===== src/rtl/bp_pkg.sv =====
// Shared types for the jump history table update path.
// Contents: addr_t, jht_upd_t (queued update payload), jht_state_e (sequencer
// states) and get_index(), which maps a jump pc onto a table set index.
package bp_pkg;

    localparam int unsigned ADDR_BITS = 32;

    typedef logic [ADDR_BITS-1:0] addr_t;

    typedef struct packed {
        addr_t pc;
        addr_t dest;
    } jht_upd_t;

    typedef enum logic [1:0] {
        ST_RST   = 2'd0,
        ST_INIT  = 2'd1,
        ST_RUN   = 2'd2,
        ST_FLUSH = 2'd3
    } jht_state_e;

    // Jumps are 16-byte aligned in the set map. The caller truncates the
    // result to its own index width.
    function automatic addr_t get_index(input addr_t pc);
        return pc >> 4;
    endfunction

endpackage


===== src/rtl/jht_update_ctrl_if.sv =====
// Bundle of the update requester, flush and table write-port signals of
// jht_update_ctrl.
//   slave  : the controller (takes requests, drives table write port)
//   master : the environment (execute stage, flush source, table)
// Parameters: INDEX_BITS (set index width), CNT_BITS (queue occupancy width).
interface jht_update_ctrl_if
    import bp_pkg::*;
#(
    parameter int unsigned INDEX_BITS = 2,
    parameter int unsigned CNT_BITS   = 3
);

    logic                  upd0_valid;
    addr_t                 upd0_pc;
    addr_t                 upd0_dest;
    logic                  upd0_ready;
    logic                  upd1_valid;
    addr_t                 upd1_pc;
    addr_t                 upd1_dest;
    logic                  upd1_ready;
    logic                  flush_req;
    logic                  flush_done;
    logic                  tbl_stall;
    logic                  tbl_we;
    logic                  tbl_clear;
    logic [INDEX_BITS-1:0] tbl_index;
    addr_t                 tbl_pc;
    addr_t                 tbl_dest;
    logic                  init_done;
    logic [CNT_BITS-1:0]   pending;

    modport slave (
        input  upd0_valid, upd0_pc, upd0_dest,
        input  upd1_valid, upd1_pc, upd1_dest,
        input  flush_req, tbl_stall,
        output upd0_ready, upd1_ready, flush_done,
        output tbl_we, tbl_clear, tbl_index, tbl_pc, tbl_dest,
        output init_done, pending
    );

    modport master (
        output upd0_valid, upd0_pc, upd0_dest,
        output upd1_valid, upd1_pc, upd1_dest,
        output flush_req, tbl_stall,
        input  upd0_ready, upd1_ready, flush_done,
        input  tbl_we, tbl_clear, tbl_index, tbl_pc, tbl_dest,
        input  init_done, pending
    );

endinterface


===== src/rtl/jht_upd_fifo.sv =====
// Pending-update queue: two write ports (wr0 is the older entry and lands
// first), one read port, occupancy count, whole-queue flush.
// Optional build macro JHT_UPD_COALESCE_EN: a write whose pc matches a live
// queued entry overwrites that entry's dest instead of enqueuing, and two
// same-cycle writes with equal pc merge into one entry carrying wr1's dest.
// Ports:
//   clk, reset          clock, async active-high reset
//   flush               discard all entries
//   wr0_en/wr0_data     first write (older)
//   wr1_en/wr1_data     second write (younger)
//   rd_en               pop head (caller guarantees count > 0)
//   head                head entry
//   count               occupancy
// The caller guarantees no overflow.
module jht_upd_fifo
    import bp_pkg::*;
#(
    parameter int unsigned DEPTH    = 4,
    parameter int unsigned CNT_BITS = $clog2(DEPTH + 1)
) (
    input  logic                clk,
    input  logic                reset,
    input  logic                flush,
    input  logic                wr0_en,
    input  jht_upd_t            wr0_data,
    input  logic                wr1_en,
    input  jht_upd_t            wr1_data,
    input  logic                rd_en,
    output jht_upd_t            head,
    output logic [CNT_BITS-1:0] count
);

    localparam int unsigned PTR_BITS = $clog2(DEPTH);

    jht_upd_t            mem [DEPTH];
    logic [PTR_BITS-1:0] wr_ptr;
    logic [PTR_BITS-1:0] rd_ptr;
    logic [CNT_BITS-1:0] cnt;

    logic                push0_c;
    logic                push1_c;
    jht_upd_t            data0_c;
    logic [PTR_BITS-1:0] slot1_c;
    logic [1:0]          n_push_c;

`ifdef JHT_UPD_COALESCE_EN
    logic [DEPTH-1:0]    live_c;
    logic [DEPTH-1:0]    hit0_c;
    logic [DEPTH-1:0]    hit1_c;
    logic                same_pc_c;

    // An entry is matchable if it is queued and not leaving this cycle;
    // overwriting the popping head would silently lose the new dest.
    always_comb begin
        logic [PTR_BITS-1:0] off;
        off    = '0;
        live_c = '0;
        hit0_c = '0;
        hit1_c = '0;
        for (int i = 0; i < DEPTH; i++) begin
            off       = PTR_BITS'(i) - rd_ptr;
            live_c[i] = (CNT_BITS'(off) < cnt) && !(rd_en && (PTR_BITS'(i) == rd_ptr));
            hit0_c[i] = live_c[i] && (mem[PTR_BITS'(i)].pc == wr0_data.pc);
            hit1_c[i] = live_c[i] && (mem[PTR_BITS'(i)].pc == wr1_data.pc);
        end
    end

    assign same_pc_c = wr0_en && wr1_en && (wr0_data.pc == wr1_data.pc);
    assign push0_c   = wr0_en && !(|hit0_c);
    assign push1_c   = wr1_en && !(|hit1_c) && !same_pc_c;
    assign data0_c   = same_pc_c ? jht_upd_t'{pc: wr0_data.pc, dest: wr1_data.dest} : wr0_data;
`else
    assign push0_c   = wr0_en;
    assign push1_c   = wr1_en;
    assign data0_c   = wr0_data;
`endif

    assign slot1_c  = wr_ptr + PTR_BITS'(push0_c);
    assign n_push_c = {1'b0, push0_c} + {1'b0, push1_c};

    // Storage: no reset needed, entries are qualified by the pointers.
    always_ff @(posedge clk) begin
        if (push0_c) mem[wr_ptr]  <= data0_c;
        if (push1_c) mem[slot1_c] <= wr1_data;
`ifdef JHT_UPD_COALESCE_EN
        // wr1 is younger, so its dest is applied last and wins.
        for (int i = 0; i < DEPTH; i++) begin
            if (wr0_en && hit0_c[i]) mem[PTR_BITS'(i)].dest <= wr0_data.dest;
            if (wr1_en && hit1_c[i]) mem[PTR_BITS'(i)].dest <= wr1_data.dest;
        end
`endif
    end

    // Pointers and occupancy.
    always_ff @(posedge clk or posedge reset) begin
        if (reset) begin
            wr_ptr <= '0;
            rd_ptr <= '0;
            cnt    <= '0;
        end else if (flush) begin
            wr_ptr <= '0;
            rd_ptr <= '0;
            cnt    <= '0;
        end else begin
            wr_ptr <= wr_ptr + PTR_BITS'(n_push_c);
            rd_ptr <= rd_ptr + PTR_BITS'(rd_en);
            cnt    <= cnt + CNT_BITS'(n_push_c) - CNT_BITS'(rd_en);
        end
    end

    assign head  = mem[rd_ptr];
    assign count = cnt;

endmodule


===== src/rtl/jht_update_ctrl.sv =====
// Write-port sequencer/arbiter for the jump history table.
// Clears every set after reset and on a flush request (one set per cycle),
// then queues resolved-jump updates from two requesters and drains one per
// cycle into the table in arrival order.
// Ports:
//   clk, reset   clock, async active-high reset
//   bus          jht_update_ctrl_if.slave: update requesters, flush
//                handshake, table write port, init_done, pending
// Optional build macro JHT_UPD_COALESCE_EN (see jht_upd_fifo): same-pc
// updates merge in the queue.
module jht_update_ctrl
    import bp_pkg::*;
#(
    parameter int unsigned SET_NUM    = 4,
    parameter int unsigned FIFO_DEPTH = 4
) (
    input  logic              clk,
    input  logic              reset,
    jht_update_ctrl_if.slave  bus
);

    localparam int unsigned INDEX_BITS = $clog2(SET_NUM);
    localparam int unsigned CNT_BITS   = $clog2(FIFO_DEPTH + 1);

    localparam logic [1:0] S_RST   = 2'(ST_RST);
    localparam logic [1:0] S_INIT  = 2'(ST_INIT);
    localparam logic [1:0] S_RUN   = 2'(ST_RUN);
    localparam logic [1:0] S_FLUSH = 2'(ST_FLUSH);

    localparam logic [INDEX_BITS-1:0] LAST_SET = INDEX_BITS'(SET_NUM - 1);
    localparam logic [CNT_BITS-1:0]   ROOM_ONE = CNT_BITS'(FIFO_DEPTH - 1);
    localparam logic [CNT_BITS-1:0]   ROOM_TWO = CNT_BITS'(FIFO_DEPTH - 2);

    logic [1:0]            state_q, state_d;
    logic [INDEX_BITS-1:0] sweep_q, sweep_d;
    logic                  init_done_q, init_done_d;
    logic                  flush_done_q, flush_done_d;

    logic                  ready0_c, ready1_c;
    logic                  wr0_c, wr1_c, pop_c, fifo_flush_c;
    logic                  tbl_we_c, tbl_clear_c;
    logic [INDEX_BITS-1:0] tbl_index_c;
    addr_t                 tbl_pc_c, tbl_dest_c;

    jht_upd_t              head;
    logic [CNT_BITS-1:0]   pending_c;

    jht_upd_fifo #(
        .DEPTH    (FIFO_DEPTH),
        .CNT_BITS (CNT_BITS)
    ) u_fifo (
        .clk      (clk),
        .reset    (reset),
        .flush    (fifo_flush_c),
        .wr0_en   (wr0_c),
        .wr0_data (jht_upd_t'{pc: bus.upd0_pc, dest: bus.upd0_dest}),
        .wr1_en   (wr1_c),
        .wr1_data (jht_upd_t'{pc: bus.upd1_pc, dest: bus.upd1_dest}),
        .rd_en    (pop_c),
        .head     (head),
        .count    (pending_c)
    );

    // State register.
    always_ff @(posedge clk or posedge reset) begin
        if (reset) begin
            state_q      <= S_RST;
            sweep_q      <= '0;
            init_done_q  <= 1'b0;
            flush_done_q <= 1'b0;
        end else begin
            state_q      <= state_d;
            sweep_q      <= sweep_d;
            init_done_q  <= init_done_d;
            flush_done_q <= flush_done_d;
        end
    end

    // Next state, arbitration and table write-port drive.
    always_comb begin
        state_d      = state_q;
        sweep_d      = sweep_q;
        init_done_d  = init_done_q;
        flush_done_d = 1'b0;
        ready0_c     = 1'b0;
        ready1_c     = 1'b0;
        wr0_c        = 1'b0;
        wr1_c        = 1'b0;
        pop_c        = 1'b0;
        fifo_flush_c = 1'b0;
        tbl_we_c     = 1'b0;
        tbl_clear_c  = 1'b0;
        tbl_index_c  = '0;
        tbl_pc_c     = '0;
        tbl_dest_c   = '0;

        case (state_q)
            S_INIT, S_FLUSH: begin
                // Sweep ignores tbl_stall: the table owns no reset of its own.
                tbl_clear_c = 1'b1;
                tbl_index_c = sweep_q;
                if (sweep_q == LAST_SET) begin
                    sweep_d = '0;
                    state_d = S_RUN;
                    if (state_q == S_INIT) init_done_d  = 1'b1;
                    else                   flush_done_d = 1'b1;
                end else begin
                    sweep_d = sweep_q + INDEX_BITS'(1);
                end
            end

            S_RUN: begin
                if (bus.flush_req) begin
                    fifo_flush_c = 1'b1;
                    state_d      = S_FLUSH;
                end else begin
                    // Space is judged before this cycle's pop.
                    ready0_c = (pending_c <= ROOM_ONE);
                    ready1_c = bus.upd0_valid ? (pending_c <= ROOM_TWO)
                                              : (pending_c <= ROOM_ONE);
                    wr0_c    = bus.upd0_valid && ready0_c;
                    wr1_c    = bus.upd1_valid && ready1_c;
                    if ((pending_c != '0) && !bus.tbl_stall) begin
                        pop_c       = 1'b1;
                        tbl_we_c    = 1'b1;
                        tbl_pc_c    = head.pc;
                        tbl_dest_c  = head.dest;
                        tbl_index_c = INDEX_BITS'(get_index(head.pc));
                    end
                end
            end

            default: begin
                state_d = S_INIT;
            end
        endcase
    end

    assign bus.upd0_ready = ready0_c;
    assign bus.upd1_ready = ready1_c;
    assign bus.flush_done = flush_done_q;
    assign bus.tbl_we     = tbl_we_c;
    assign bus.tbl_clear  = tbl_clear_c;
    assign bus.tbl_index  = tbl_index_c;
    assign bus.tbl_pc     = tbl_pc_c;
    assign bus.tbl_dest   = tbl_dest_c;
    assign bus.init_done  = init_done_q;
    assign bus.pending    = pending_c;

endmodule

===== src/flat_wrapper.sv =====
// flat-port wrapper written by rule: the top's interface ports become plain ports
module jht_update_ctrl_flat import bp_pkg::*;
#(
    parameter int unsigned SET_NUM    = 4,
    parameter int unsigned FIFO_DEPTH = 4
)
  (clk, reset, bus_upd0_valid, bus_upd0_pc, bus_upd0_dest, bus_upd1_valid, bus_upd1_pc, bus_upd1_dest, bus_flush_req, bus_tbl_stall, bus_upd0_ready, bus_upd1_ready, bus_flush_done, bus_tbl_we, bus_tbl_clear, bus_tbl_index, bus_tbl_pc, bus_tbl_dest, bus_init_done, bus_pending);
  jht_update_ctrl_if bus_i ();
  input  logic clk;
  input  logic reset;
  input wire logic [$bits(bus_i.upd0_valid)-1:0] bus_upd0_valid;
  input wire logic [$bits(bus_i.upd0_pc)-1:0] bus_upd0_pc;
  input wire logic [$bits(bus_i.upd0_dest)-1:0] bus_upd0_dest;
  input wire logic [$bits(bus_i.upd1_valid)-1:0] bus_upd1_valid;
  input wire logic [$bits(bus_i.upd1_pc)-1:0] bus_upd1_pc;
  input wire logic [$bits(bus_i.upd1_dest)-1:0] bus_upd1_dest;
  input wire logic [$bits(bus_i.flush_req)-1:0] bus_flush_req;
  input wire logic [$bits(bus_i.tbl_stall)-1:0] bus_tbl_stall;
  output wire logic [$bits(bus_i.upd0_ready)-1:0] bus_upd0_ready;
  output wire logic [$bits(bus_i.upd1_ready)-1:0] bus_upd1_ready;
  output wire logic [$bits(bus_i.flush_done)-1:0] bus_flush_done;
  output wire logic [$bits(bus_i.tbl_we)-1:0] bus_tbl_we;
  output wire logic [$bits(bus_i.tbl_clear)-1:0] bus_tbl_clear;
  output wire logic [$bits(bus_i.tbl_index)-1:0] bus_tbl_index;
  output wire logic [$bits(bus_i.tbl_pc)-1:0] bus_tbl_pc;
  output wire logic [$bits(bus_i.tbl_dest)-1:0] bus_tbl_dest;
  output wire logic [$bits(bus_i.init_done)-1:0] bus_init_done;
  output wire logic [$bits(bus_i.pending)-1:0] bus_pending;
  assign bus_i.upd0_valid = bus_upd0_valid;
  assign bus_i.upd0_pc = bus_upd0_pc;
  assign bus_i.upd0_dest = bus_upd0_dest;
  assign bus_i.upd1_valid = bus_upd1_valid;
  assign bus_i.upd1_pc = bus_upd1_pc;
  assign bus_i.upd1_dest = bus_upd1_dest;
  assign bus_i.flush_req = bus_flush_req;
  assign bus_i.tbl_stall = bus_tbl_stall;
  assign bus_upd0_ready = bus_i.upd0_ready;
  assign bus_upd1_ready = bus_i.upd1_ready;
  assign bus_flush_done = bus_i.flush_done;
  assign bus_tbl_we = bus_i.tbl_we;
  assign bus_tbl_clear = bus_i.tbl_clear;
  assign bus_tbl_index = bus_i.tbl_index;
  assign bus_tbl_pc = bus_i.tbl_pc;
  assign bus_tbl_dest = bus_i.tbl_dest;
  assign bus_init_done = bus_i.init_done;
  assign bus_pending = bus_i.pending;
  jht_update_ctrl #(.SET_NUM(SET_NUM), .FIFO_DEPTH(FIFO_DEPTH)) u_core (.clk(clk), .reset(reset), .bus(bus_i));
endmodule

===== config.mk =====
export PLATFORM = sky130hd
export DESIGN_NAME = jht_update_ctrl_flat
export DESIGN_NICKNAME = d
export VERILOG_FILES = /design/src/rtl/bp_pkg.sv /design/src/rtl/jht_update_ctrl_if.sv /design/src/rtl/jht_upd_fifo.sv /design/src/rtl/jht_update_ctrl.sv /design/src/flat_wrapper.sv
export SDC_FILE = /design/constraint.sdc
export NUM_CORES = 1
export LEC_CHECK = 0
export BUFFER_PORTS_ARGS = -buffer_cell sky130_fd_sc_hd__buf_4
export CAP_MARGIN = 20
export CORE_UTILIZATION = 49
export DETAILED_ROUTE_END_ITERATION = 8
export GPL_TIMING_DRIVEN = 1
export PLACE_DENSITY_LB_ADDON = 0.08
export SLEW_MARGIN = 25
export SYNTH_ARGS = -nofsm -noshare
export SYNTH_HDL_FRONTEND = slang
export SYNTH_SLANG_ARGS = --single-unit
export TNS_END_PERCENT = 10

===== constraint.sdc =====
create_clock -name clk -period 6.6 [get_ports clk]
set_clock_uncertainty 0.15 [all_clocks]
set_input_delay 1.65 -clock clk [delete_from_list [all_inputs] [get_ports clk]]
set_output_delay 1.65 -clock clk [all_outputs]
set_load 0.1 [all_outputs]

==> results of run 1 <==
[cells in the final DEF (no fill, tap or decap), drive strengths merged]
| cell type | count |
|---|---|
| and3 | 2 |
| mux4 | 64 |
| bufinv | 9 |
| diode | 1 |
| buf | 225 |
| nor3 | 1 |
| dfrtp | 13 |
| nor2 | 6 |
| mux2 | 258 |
| nand2 | 1 |
| a31o | 2 |
| fa | 1 |
| clkbuf | 32 |
| and4 | 1 |
| nor4 | 1 |
| nor4b | 1 |
| ha | 8 |
| nand4b | 1 |
| o21ai | 2 |
| and4b | 1 |
| nand4 | 1 |
| or2 | 1 |
| a22o | 2 |
| nand2b | 2 |
| edfxtp | 256 |
| inv | 9 |
| xnor2 | 6 |
| nor2b | 1 |
| and2 | 70 |
| o21a | 1 |
| clkinv | 14 |
| nand3 | 3 |
| o21bai | 1 |
[report_power, final]
part / leakage (nW) / switching (mW) / internal (mW)
Combinational: 3.48 / 0.915 / 0.706
Clock: 0.555 / 0.678 / 1.20
Sequential: 2.46 / 0.148 / 2.02
[worst max-delay path, stage by stage]
cell and delay [ps]:
buf_4 140, nor4_2 300, buf_4 510, and2_1 280, buf_4 310
[through the flow]
step	hold slack [ps]	setup TNS [ps]
floorplan	327	-10170
global placement	319	0
detailed placement	322	0
CTS	340	0
global route	377	0
finish	335	0
[final timing paths]
kind,startpoint,end,slack (ps),cells past startpoint
max,bus_flush_req,bus_tbl_dest[6],1590,5
min,u_core.bus.init_done$_DFFE_PP0P_,u_core.bus.init_done$_DFFE_PP0P_,340,1
max reg2reg,u_core.state_q[0]$_DFFE_PP0P_,u_core.u_fifo.mem[3][12]$_DFFE_PP_,2590,7
min reg2reg,u_core.bus.init_done$_DFFE_PP0P_,u_core.bus.init_done$_DFFE_PP0P_,340,1
max in group asynchronous,reset,u_core.u_fifo.rd_ptr[0]$_DFF_PP0_,4910,2
min in group asynchronous,reset,u_core.u_fifo.count[1]$_DFF_PP0_,1000,2
[sequential cells by signal, summed over array words and instances, names as in the netlist]
name                   flops
u_core.bus.init_done       1
u_core.bus.flush_done      1
u_core.u_fifo.count        3
u_core.state_q             2
u_core.u_fifo.rd_ptr       2
u_core.sweep_q             2
u_core.u_fifo.mem        256
u_core.u_fifo.wr_ptr       2
[kinds of logic (layout without fill, tap and decap cells)]
kind of cell,Yosys count,count (layout),synth area share
other cells,0,1,0
simple gates,93,93,0.0420
mux,322,322,0.338
compound gates,8,8,0.00431
flops,269,269,0.574
buf+inv,59,289,0.0289
fa+ha+maj,9,9,0.00861
xor+xnor,6,6,0.00377
[final cells by class]
class	count	area (sq um)
fill	2063	10800
sequential	269	8020
multi-input combinational	438	5590
timing repair buffer	225	1800
clock buffer	32	779
tap	378	473
clock inverter	24	343
inverter	8	30.0
antenna	1	2.50
[metal layers]
layer / global-route usage / vias up / share of wire
li1: - / 3455 / -
met1: 0.279 / 4034 / 0.41
met2: 0.408 / 216 / 0.51
met3: 0.0467 / 51 / 0.056
met4: 0.0654 / 4 / 0.020
met5: 0 / - / 0.00070
==> results.cfg, run 1 <==
[outcome]
status = finished clean

[synth]
ys.flop_type = edfxtp_1
synth_most_common_cell = edfxtp_1
yosys-top-cells-area = edfxtp_1 (55%), mux2_4 (11%), mux4_2 (10%)
syn-cell-area_sq_mm = 0.0139
netlist.area_leader.share = 0.551
synth_fp_nets = 909
ys_seq_elements = 269
yosysWarningCount = 0
avgSynthCellArea_sq_um = 18.2
synth_common_cells = edfxtp_1 (256), mux2_1 (98), mux2_4 (98)
synth_area_leader_cell = edfxtp_1
synth_seq_area_share = 0.574
synth_edf_count = 256
ys_types = 35
netlist_instances = 766
synth-async-reset-ratio = 0.0483

[route]
routed_wl_mm = 32.9
ant_nets = 0
drtIter0Drc = 545
wl_per_cell_um = 23.9
dr.pass1.iters = 4
vias = 7760
viasPerCell = 5.64
drc_errors = 0

[cells_and_area]
fin_util = 0.611
fin_cells = 1375
finalInstanceArea_sq_mm = 0.0170
syn2layout_area_growth_pct = 22.1
layout-drive-gt1-share = 0.510
nets = 1115

[sta]
slew_headroom = 0.439
fin_crit_sh = 0.760
fmax_mhz = 199
finalWorstSetupSlack_ps = 1590
setup_viol = 0
rsz0062_at_grt = false
min_period_ps = 5010
worstMarginPinSlew_ps = 841
final_max_slew_viol_count = 0
hold_viol_final = 0

[die]
io_pins = 209
die_w_um = 171
start_util = 0.501
rows = 61
core-area_sq_mm = 0.0279
die-height_um = 171
dieArea_sq_mm = 0.0291

[critical_path]
critPathLaunchType = input pin
cp_max_fo = 45
end_kind = output port
cp.arrival_ps = 3210
required_ps = 4800
critPathKind = input pin to output port

[global_routing]
track_usage = 0.228
grt_pass1_vias = 8597
overflow = 0
antenna_found_initial = 3
grt_max_degree = 65
grt_pass1_wl_mm = 49.1

[cts]
hold_buffers = 0
cts_root_buf = clkbuf_16
cts_buffers = 30
clkSinkCount = 269
clk_pin_slew_worst_paths_ps = 60
h-tree-depth = 1
clk_latency_ps = 540
cts_resized = 0
cts.path.max_buffers = 3
cts_tree = done
post-cts-setup-buffers = 0

[power]
powerDensity_mw_per_mm2 = 333
power_leakage_nw = 6.50
ir_worst_vdd_mv = 0.230
power_mw = 5.67

[placement]
dp.final_hpwl_mm = 20.0
numPortBuffers = 208
place_area_sq_mm = 0.0159
globalplace.congestion = 0.772
place_ws_ps = 1400
dp_cells = 1317

[min_path]
hold_path.class = flip-flop to flip-flop

[job]
cap_viol_max_count = 0
Note: power is estimated with default switching activity, not from simulation.
==> run 2: changes to the inputs <==
- ABC_AREA: not set -> 1
- clock period: 6.6 -> 5.03 ns (I/O delays scaled with it)
==> results.cfg, run 2 <==
[synth]
avgSynthCellArea_sq_um = 8.27
ys_seq_elements = 269
yosys-top-cells-area = edfxtp_1 (52%), nand2_1 (15%), nand3_1 (8.9%)
yosysWarningCount = 0
netlist.area_leader.share = 0.522
synth_most_common_cell = nand2_1
synth-async-reset-ratio = 0.0483
ys_types = 27
synth_common_cells = nand2_1 (603), nand3_1 (261), edfxtp_1 (256)
syn-cell-area_sq_mm = 0.0147
synth_area_leader_cell = edfxtp_1
synth_fp_nets = 1923
netlist_instances = 1780
synth_seq_area_share = 0.544
synth_edf_count = 256
ys.flop_type = edfxtp_1

[die]
die-height_um = 175
io_pins = 209
dieArea_sq_mm = 0.0308
rows = 63
start_util = 0.497
core-area_sq_mm = 0.0296
die_w_um = 175

[cells_and_area]
largest_reg_flops = 256
nets = 2057
regMostFlops = u_core.u_fifo.mem
layout-drive-gt1-share = 0.155
fin_util = 0.585
num_antenna_cells = 0
multi_input_area_sq_mm = 0.00566
mostFrequentLayoutCells = nand2_1 (603), nand3_1 (257), edfxtp_1 (256), buf_4 (229), nor2_1 (199)
fillCellCount = 2743
seq_area_sq_mm = 0.00802
final_common_cell = nand2_1
syn2layout_area_growth_pct = 17.6

[cts]
cts.path.max_buffers = 3
cts_root_buf = clkbuf_16
clkSinkCount = 269
cts_tree = done
hold_buffers = 0
h-tree-depth = 1
clk_latency_ps = 560
cts_resized = 0
post-cts-setup-buffers = 0
clk_pin_slew_worst_paths_ps = 60
cts_buffers = 30

[global_routing]
top_usage_layer = met2
grtUsageMet3 = 0.0396
met2_usage = 0.466
antenna_found_initial = 0
grt_pass1_vias = 12000
overflow = 0
track_usage = 0.273
grt_max_degree = 257
grt_pass1_wl_mm = 65.3
met1_usage = 0.355

[placement]
dp.final_hpwl_mm = 22.6
place_ws_ps = 841
globalplace.congestion = 0.766
numPortBuffers = 208

[route]
dr.pass1.iters = 5
drtIter0Drc = 1201
ant_nets = 0
viasPerCell = 5.52
routed_wl_mm = 42.7
drc_errors = 0
wl_per_cell_um = 18.3
vias = 12900

[power]
p_sw_mw = 3.12
p_seq_frac = 0.361
internal_power_mw = 4.51
swShare = 0.409
ir_worst_vdd_mv = 0.499
power_leakage_nw = 7.88
clkPwrFrac = 0.276
powerDensity_mw_per_mm2 = 440
comb_power_share = 0.364

[sta]
worstMarginPinSlew_ps = 991
rsz0062_at_grt = false
fin_crit_sh = 0.832
final_max_slew_viol_count = 0
hold_viol_final = 0
slew_headroom = 0.339
setup_viol = 0
min_period_ps = 4190
finalWorstSetupSlack_ps = 843
fmax_mhz = 239

[critical_path]
cp.arrival_ps = 2780
end_kind = output port
critPathLaunchType = flip-flop
required_ps = 3620
critPathKind = flip-flop to output port
cp_max_fo = 83

[min_path]
hold_path.class = flip-flop to flip-flop

[outcome]
status = finished clean

[job]
cap_viol_max_count = 0
run 2: through the flow:
step	cells	cell area, sq um	power [mW]	setup TNS, ps	hold slack (ps)
2_1_floorplan	1780	14700	4.72	-258130	315
3_3_place_gp	2270	16300	5.53	0	320
3_5_place_dp	2271	16400	5.56	0	333
4_1_cts	2326	17300	7.65	0	348
5_1_grt	2327	17300	7.97	0	367
6_report	2327	17300	7.63	0	339
run 2: critical path, stage by stage, from the launching register on:
cell	delay [ps]
dfrtp_4	420
buf_4	750
nor2_1	120
nor2_1	110
o21ai_0	120
nand2_1	140
nand2_1	120
nand2_1	130
buf_4	290
run 2: power groups by stage:
stage | Clock [mW] | Combinational, mW | Sequential [mW]
after global placement | 0 | 2.73 | 2.79
final | 2.10 | 2.77 | 2.75
after global routing | 2.21 | 2.99 | 2.76
after floorplan | 0 | 1.88 | 2.84
after detailed placement | 0 | 2.77 | 2.80
after CTS | 2.13 | 2.77 | 2.75
run 2: kinds of logic (layout without fill, tap and decap cells):
family / Yosys count / after routing / share of synthesized area
buffers and inverters: 223 / 380 / 0.0783
flip-flops: 269 / 269 / 0.544
adder cells (fa/ha/maj): 9 / 9 / 0.00816
AND/OR/NAND/NOR: 1076 / 1076 / 0.299
XOR/XNOR: 4 / 4 / 0.00238
AO/OA/AOI/OAI: 199 / 199 / 0.0678
run 2: cell type report:
class	instances	area share
multi-input cells	1288	0.327
flip-flops and latches	269	0.463
clock buffers	37	0.0461
well taps	390	0.0282
repair buffers	237	0.109
clock inverters	18	0.00758
inverters	88	0.0191
run 2: worst paths after layout:
kind / startpoint / to / slack (ps) / cells after the start
worst max register to register: u_core.state_q[0]$_DFFE_PP0P_ / u_core.u_fifo.mem[3][21]$_DFFE_PP_ / 1660 / 11
min in group asynchronous: reset / u_core.bus.flush_done$_DFF_PP0_ / 580 / 2
worst min register to register: u_core.bus.init_done$_DFFE_PP0P_ / u_core.bus.init_done$_DFFE_PP0P_ / 340 / 1
worst min-delay path: u_core.bus.init_done$_DFFE_PP0P_ / u_core.bus.init_done$_DFFE_PP0P_ / 340 / 1
max in group asynchronous: reset / u_core.u_fifo.rd_ptr[0]$_DFF_PP0_ / 3760 / 2
worst max-delay path: u_core.u_fifo.rd_ptr[0]$_DFF_PP0_ / bus_tbl_index[0] / 840 / 8
run 2: per-layer routing:
| metal | part of all wire | wire, um |
|---|---|---|
| met3 | 0.084 | 3590 |
| met4 | 0.024 | 1030 |
| met5 | 0 | 0 |
| met1 | 0.40 | 17100 |
| met2 | 0.49 | 21000 |
